**src/rtl/clk_div_gen.sv**
```systemverilog
// Multi-channel programmable clock divider.
// Each channel produces a divided clock and a tick strobe. Divisor changes are
// glitch-free. Every start and stop runs a whole number of complete periods.
module clk_div_gen #(
  parameter int unsigned CH      = 4,
  parameter int unsigned DIV_W   = 8,
  parameter int unsigned RST_DIV = 2
) (
  input  logic                  clk,
  input  logic                  rst,
  input  logic [CH-1:0]         en,
  input  logic [CH*DIV_W-1:0]   div,
  input  logic [CH-1:0]         load,
  output logic [CH-1:0]         clk_out,
  output logic [CH-1:0]         tick,
  output logic [CH-1:0]         active
);

  localparam int unsigned CW = DIV_W + 1;

  localparam logic [1:0] IDLE = 2'd0;
  localparam logic [1:0] RUN  = 2'd1;
  localparam logic [1:0] STOP = 2'd2;

  for (genvar i = 0; i < int'(CH); i++) begin : g_ch
    logic [1:0]       state_q, state_d;
    logic [DIV_W-1:0] cnt_q, cnt_d;
    logic [DIV_W-1:0] adiv_q, adiv_d;
    logic [DIV_W-1:0] pend_q, pend_d;
    logic             pend_v_q, pend_v_d;
    logic             clk_q, clk_d;
    logic             tick_q, tick_d;
    logic             act_q, act_d;
    logic [DIV_W-1:0] div_i;
    logic [DIV_W-1:0] nc;
    logic [DIV_W-1:0] new_div;
    logic [CW-1:0]    half;

    assign div_i = div[i*DIV_W +: DIV_W];
    // Next count within the current period; zero marks the wrap edge.
    assign nc    = (cnt_q == adiv_q - DIV_W'(1)) ? '0 : cnt_q + DIV_W'(1);
    // Length of the high phase: ceil(adiv/2).
    assign half  = ({1'b0, adiv_q} + CW'(1)) >> 1;

    // Next-state, counter, divisor hand-off and output decode.
    always_comb begin
      state_d  = state_q;
      cnt_d    = cnt_q;
      adiv_d   = adiv_q;
      pend_d   = pend_q;
      pend_v_d = pend_v_q;
      clk_d    = 1'b0;
      tick_d   = 1'b0;
      new_div  = adiv_q;
      case (state_q)
        IDLE: begin
          cnt_d = '0;
          if (load[i]) begin
            // A load in IDLE takes effect at once; a start can follow on the next edge.
            adiv_d = div_i;
          end else if (en[i] && (adiv_q >= DIV_W'(2))) begin
            state_d = RUN;
            clk_d   = 1'b1;
            tick_d  = 1'b1;
          end
        end
        RUN, STOP: begin
          if (nc == '0) begin
            // Wrap edge: a divisor loaded on this edge wins, then a pending one.
            if (load[i]) begin
              new_div = div_i;
            end else if (pend_v_q) begin
              new_div = pend_q;
            end
            adiv_d   = new_div;
            pend_v_d = 1'b0;
            cnt_d    = '0;
            if ((new_div < DIV_W'(2)) || ((state_q == STOP) && !en[i])) begin
              state_d = IDLE;
            end else begin
              state_d = en[i] ? RUN : STOP;
              clk_d   = 1'b1;
              tick_d  = 1'b1;
            end
          end else begin
            cnt_d   = nc;
            clk_d   = ({1'b0, nc} < half);
            state_d = en[i] ? RUN : STOP;
            if (load[i]) begin
              pend_d   = div_i;
              pend_v_d = 1'b1;
            end
          end
        end
        default: begin
          state_d = IDLE;
          cnt_d   = '0;
        end
      endcase
      act_d = (state_d != IDLE);
    end

    // Channel registers with synchronous reset.
    always_ff @(posedge clk) begin
      if (rst) begin
        state_q  <= IDLE;
        cnt_q    <= '0;
        adiv_q   <= DIV_W'(RST_DIV);
        pend_q   <= '0;
        pend_v_q <= 1'b0;
        clk_q    <= 1'b0;
        tick_q   <= 1'b0;
        act_q    <= 1'b0;
      end else begin
        state_q  <= state_d;
        cnt_q    <= cnt_d;
        adiv_q   <= adiv_d;
        pend_q   <= pend_d;
        pend_v_q <= pend_v_d;
        clk_q    <= clk_d;
        tick_q   <= tick_d;
        act_q    <= act_d;
      end
    end

    assign clk_out[i] = clk_q;
    assign tick[i]    = tick_q;
    assign active[i]  = act_q;
  end

endmodule

```
**config.mk**
```make
export PLATFORM = sky130hd
export DESIGN_NAME = clk_div_gen
export DESIGN_NICKNAME = d
export VERILOG_FILES = /design/src/rtl/clk_div_gen.sv
export SDC_FILE = /design/constraint.sdc
export NUM_CORES = 1
export LEC_CHECK = 0
export ABC_AREA = 1
export ABC_CLOCK_PERIOD_IN_PS = 7800
export CAP_MARGIN = 30
export CELL_PAD_IN_SITES_DETAIL_PLACEMENT = 1
export CELL_PAD_IN_SITES_GLOBAL_PLACEMENT = 1
export CORE_MARGIN = 1.5
export CORE_UTILIZATION = 46
export CTS_CLUSTER_DIAMETER = 40
export DETAILED_ROUTE_END_ITERATION = 7
export PLACE_DENSITY = 0.83
export SETUP_SLACK_MARGIN = 0.2
export SYNTH_ARGS = -nofsm -noshare
export SYNTH_HDL_FRONTEND = slang
export SYNTH_SLANG_ARGS = --single-unit
```
**constraint.sdc**
```tcl
create_clock -name clk -period 7.8 [get_ports clk]
set_clock_uncertainty 0.05 [all_clocks]
set_input_delay 1.95 -clock clk [delete_from_list [all_inputs] [get_ports clk]]
set_output_delay 1.95 -clock clk [all_outputs]
set_load 0.1 [all_outputs]
```
==> out/qor.log <==
INFO  run_status     status=complete, but fails checks
INFO  run_status     violations_in_the_final_reports=DRC
INFO  setup_path     worst_path_largest_cell_delay=1150ps
INFO  timing         timing.final.max_slew_violations=0
INFO  timing         final_critical_path_required_period=3889ps
INFO  setup_path     path_delay_family=buffers and inverters
INFO  synthesis      synth_cell_type_count=47
INFO  die            design.core.area=0.01809mm2
INFO  timing         slew_headroom=33.57%
INFO  place          dp_slack=3554ps
INFO  global_route   grt_max_degree=40
INFO  clocking       cts-buffers-inserted=17
INFO  synthesis      register_bit_count_reported_by_yosys=120
INFO  timing         final_hold_viol_count=0
INFO  setup_path     cp_startpoint_kind=register
INFO  layout         regArea=0.002402mm2
INFO  timing         final.setup.tns=0ps
INFO  global_route   routing_usage_on_met3=3.992%
INFO  setup_path     cp-end-kind=primary output
INFO  global_route   total_routing_usage_reported_by_global_routing=26.84%
INFO  timing         fin_crit_sh=49.86%
INFO  detailed_routing detail_route.first_pass.iterations=7
INFO  synthesis      synthCells=1,336
INFO  place          port-buffer-count=53
INFO  hold_path      holdCritPathClass=reg2reg
INFO  place          placed_cells_incl_taps=1,580
INFO  detailed_routing detail_route.wirelength=24,900um
INFO  clocking       cts_max_path_buffers=2
INFO  setup_path     timing_worst_setup_path_type=reg2out
INFO  setup_path     worst-path-buf-inv=1
INFO  synthesis      postSynthAreaPerCell=6.404um2
INFO  setup_path     crit_path_top_delay_cell=sky130_fd_sc_hd__clkdlybuf4s50_1
INFO  clocking       clock_tree.root_cell=sky130_fd_sc_hd__clkbuf_16
INFO  synthesis      synth_nets=1,434
INFO  detailed_routing detail_route.iter0.violations=397
INFO  clocking       post_cts_hold_buffer_count=0
INFO  setup_path     arrival=1890ps
INFO  timing         setup-violations-final=0
INFO  clocking       insertion_delay=420ps
INFO  layout         finish.net_count=1,468
INFO  detailed_routing detail_route_antenna_nets=0
INFO  layout         multi_input_comb_area=0.005180mm2
INFO  clocking       cts-htree-levels=4
INFO  die            floorplan.die.width=139.4um
INFO  die            die_area=0.01943mm2
INFO  power          vdd.ir_drop.worst=183.2uV
INFO  global_route   gr-total-overflow=0
INFO  detailed_routing routed-via-count=8,493
INFO  setup_path     highest_fanout_seen_on_the_critical_path=1
INFO  synthesis      synth_seq_area_share=28.08%
INFO  timing         tightestPinTransition=993.4ps
INFO  synthesis      ys_dominant_reg_cell=sky130_fd_sc_hd__dfxtp_1
INFO  global_route   first_global_vias=8,855
INFO  timing         grt_setup_unrepaired=no
INFO  power          power_per_cell_area=395.3mW/mm2
INFO  layout         layout_common_cells=sky130_fd_sc_hd__nand2_1, sky130_fd_sc_hd__inv_1, sky130_fd_sc_hd__nor2_1
INFO  clocking       worst_setup_hold_path_clk_slew=60ps
INFO  place          gpl.final_weighted_congestion=0.8420
INFO  global_route   grt_pass1_wl=42,720um
INFO  setup_path     critical_path_cell_list=clkdlybuf4s50_1
INFO  die            floorplan.rows=49
INFO  layout         diodes=0
INFO  timing         achievable-frequency=0.2571GHz
INFO  setup_path     critical_path_required=5800ps
INFO  clocking       cts_setup_buffers=0
INFO  global_route   routing_usage_on_met1=32.96%
INFO  detailed_routing drc_errors=2
INFO  place          post-dp-hpwl=18,350um
INFO  global_route   top_usage_layer=met2
INFO  run            maxCapViolations=0
INFO  layout         final_cell_count_no_fill=1,612
INFO  layout         drive_above_1_share=6.869%
INFO  synthesis      netlist_top_cells_area=sky130_fd_sc_hd__dfxtp_1, sky130_fd_sc_hd__nand2_1, sky130_fd_sc_hd__ha_1
INFO  detailed_routing avgViaCountPerCell=5.269
INFO  layout         area_growth_syn_to_layout=14.16%
INFO  clocking       post_cts_resize_count=0
INFO  synthesis      synth_top_area_share=28.08%
INFO  die            chipHeight=139.4um
INFO  synthesis      async_set_reset_flop_share_out_of_synthesis=0%
INFO  global_route   antenna_found_initial=0
INFO  global_route   grt_util_met2=48.78%
INFO  synthesis      mappedNetlistArea=0.008556mm2
INFO  clocking       cts_tree=done
INFO  clocking       cts_sinks=120
INFO  power          p_leak=4.774nW
INFO  timing         setup_ws=3911ps
INFO  layout         final.fill_count=2,451
INFO  detailed_routing route.detailed.wl_per_inst=15.45um
INFO  timing         holdWs=409.9ps
INFO  die            design.portCount=54
INFO  synthesis      synthDominantAreaCellType=sky130_fd_sc_hd__dfxtp_1
INFO  layout         final_common_cell=sky130_fd_sc_hd__nand2_1
INFO  synthesis      count_of_flip_flops_with_a_built_in_enable_after_synthesis=0
INFO  synthesis      yosys_warning_total=0
INFO  die            start_util=47.31%
INFO  layout         utilization=54.00%
[synthesized netlist by cell type (3+ instances only)]
master	instances
sky130_fd_sc_hd__o211ai_1	4
sky130_fd_sc_hd__inv_2	19
sky130_fd_sc_hd__a21oi_1	68
sky130_fd_sc_hd__clkbuf_1	16
sky130_fd_sc_hd__a211oi_1	6
sky130_fd_sc_hd__nand2_2	12
sky130_fd_sc_hd__o21bai_1	3
sky130_fd_sc_hd__nand3_1	49
sky130_fd_sc_hd__xor2_1	40
sky130_fd_sc_hd__xnor2_1	17
sky130_fd_sc_hd__buf_6	6
sky130_fd_sc_hd__nor3_1	18
sky130_fd_sc_hd__ha_1	56
sky130_fd_sc_hd__o21a_1	3
sky130_fd_sc_hd__nor2_1	158
sky130_fd_sc_hd__inv_1	173
sky130_fd_sc_hd__nor2_4	4
sky130_fd_sc_hd__o21ai_0	119
sky130_fd_sc_hd__o21ai_1	11
sky130_fd_sc_hd__nand2_1	351
sky130_fd_sc_hd__dfxtp_1	120
sky130_fd_sc_hd__buf_4	12
sky130_fd_sc_hd__nor3_2	4
sky130_fd_sc_hd__nor4_1	6
sky130_fd_sc_hd__nor2_2	10
sky130_fd_sc_hd__a21oi_2	3
sky130_fd_sc_hd__nand2_4	6
sky130_fd_sc_hd__nand4_1	16
sky130_fd_sc_hd__buf_2	3
[metrics by stage]
stage / area (um2) / total power [mW]
global placement: 9143 / 2.900
detailed placement: 9143 / 2.973
finish: 9767 / 3.861
floorplan: 8556 / 2.560
global route: 9767 / 4.205
CTS: 9767 / 3.882
[path summary, 6_finish.rpt]
kind                                          to  slack (ps)                            from  cells past startpoint
hold reg to reg   g_ch[1].pend_q[5]$_SDFFE_PP0P_         410  g_ch[1].pend_q[5]$_SDFFE_PP0P_                      2
setup reg to reg        g_ch[0].clk_q$_SDFF_PP0_        4730  g_ch[0].adiv_q[1]$_SDFFE_PP1P_                     18
hold / removal    g_ch[1].pend_q[5]$_SDFFE_PP0P_         410  g_ch[1].pend_q[5]$_SDFFE_PP0P_                      2
setup / recovery                      clk_out[3]        3910        g_ch[3].clk_q$_SDFF_PP0_                      1
[report_power, final]
group          switching [mW]  internal [mW]
combinational            1.39          0.626
clock                   0.295          0.559
sequential              0.187          0.800
[final cells by class]
class	count	share of cell area [%]
Multi-Input combinational cell	982	53.04
Sequential cell	120	24.60
Inverter	194	7.456
Timing Repair Buffer	55	5.585
Clock buffer	24	4.932
Tap cell	229	2.934
Clock inverter	8	1.460
[tightest hold or removal path, cell delays in order, from the launching register on]
cell and delay, ps:
sky130_fd_sc_hd__dfxtp_1 300, sky130_fd_sc_hd__nand2_1 60, sky130_fd_sc_hd__a21oi_1 50
[kinds of logic (layout without fill, tap and decap cells)]
family,Yosys count,after routing,synth area share [%]
multiplexers,1,1,0.1170
AND/OR/NAND/NOR,639,639,31.82
AO/OA/AOI/OAI,228,228,14.39
flip-flops,120,120,28.08
XOR/XNOR,58,58,6.025
adder cells (fa/ha/maj),56,56,8.190
buffers and inverters,234,281,11.38
[sequential cells by signal, indices dropped and copies added, names as in the netlist]
signal,cells
g_ch.pend_v_q,4
g_ch.pend_q,32
g_ch.state_q,8
g_ch.cnt_q,32
g_ch.adiv_q,32
g_ch.clk_q,4
g_ch.act_q,4
g_ch.tick_q,4
[per-layer routing]
metal  vias to the layer above  wire length, um
li1                       4308                -
met5                         -                0
met3                        34              704
met1                      4031            11480
met2                       120            12340
met4                         0              380
Note: power is estimated with default switching activity, not from simulation.
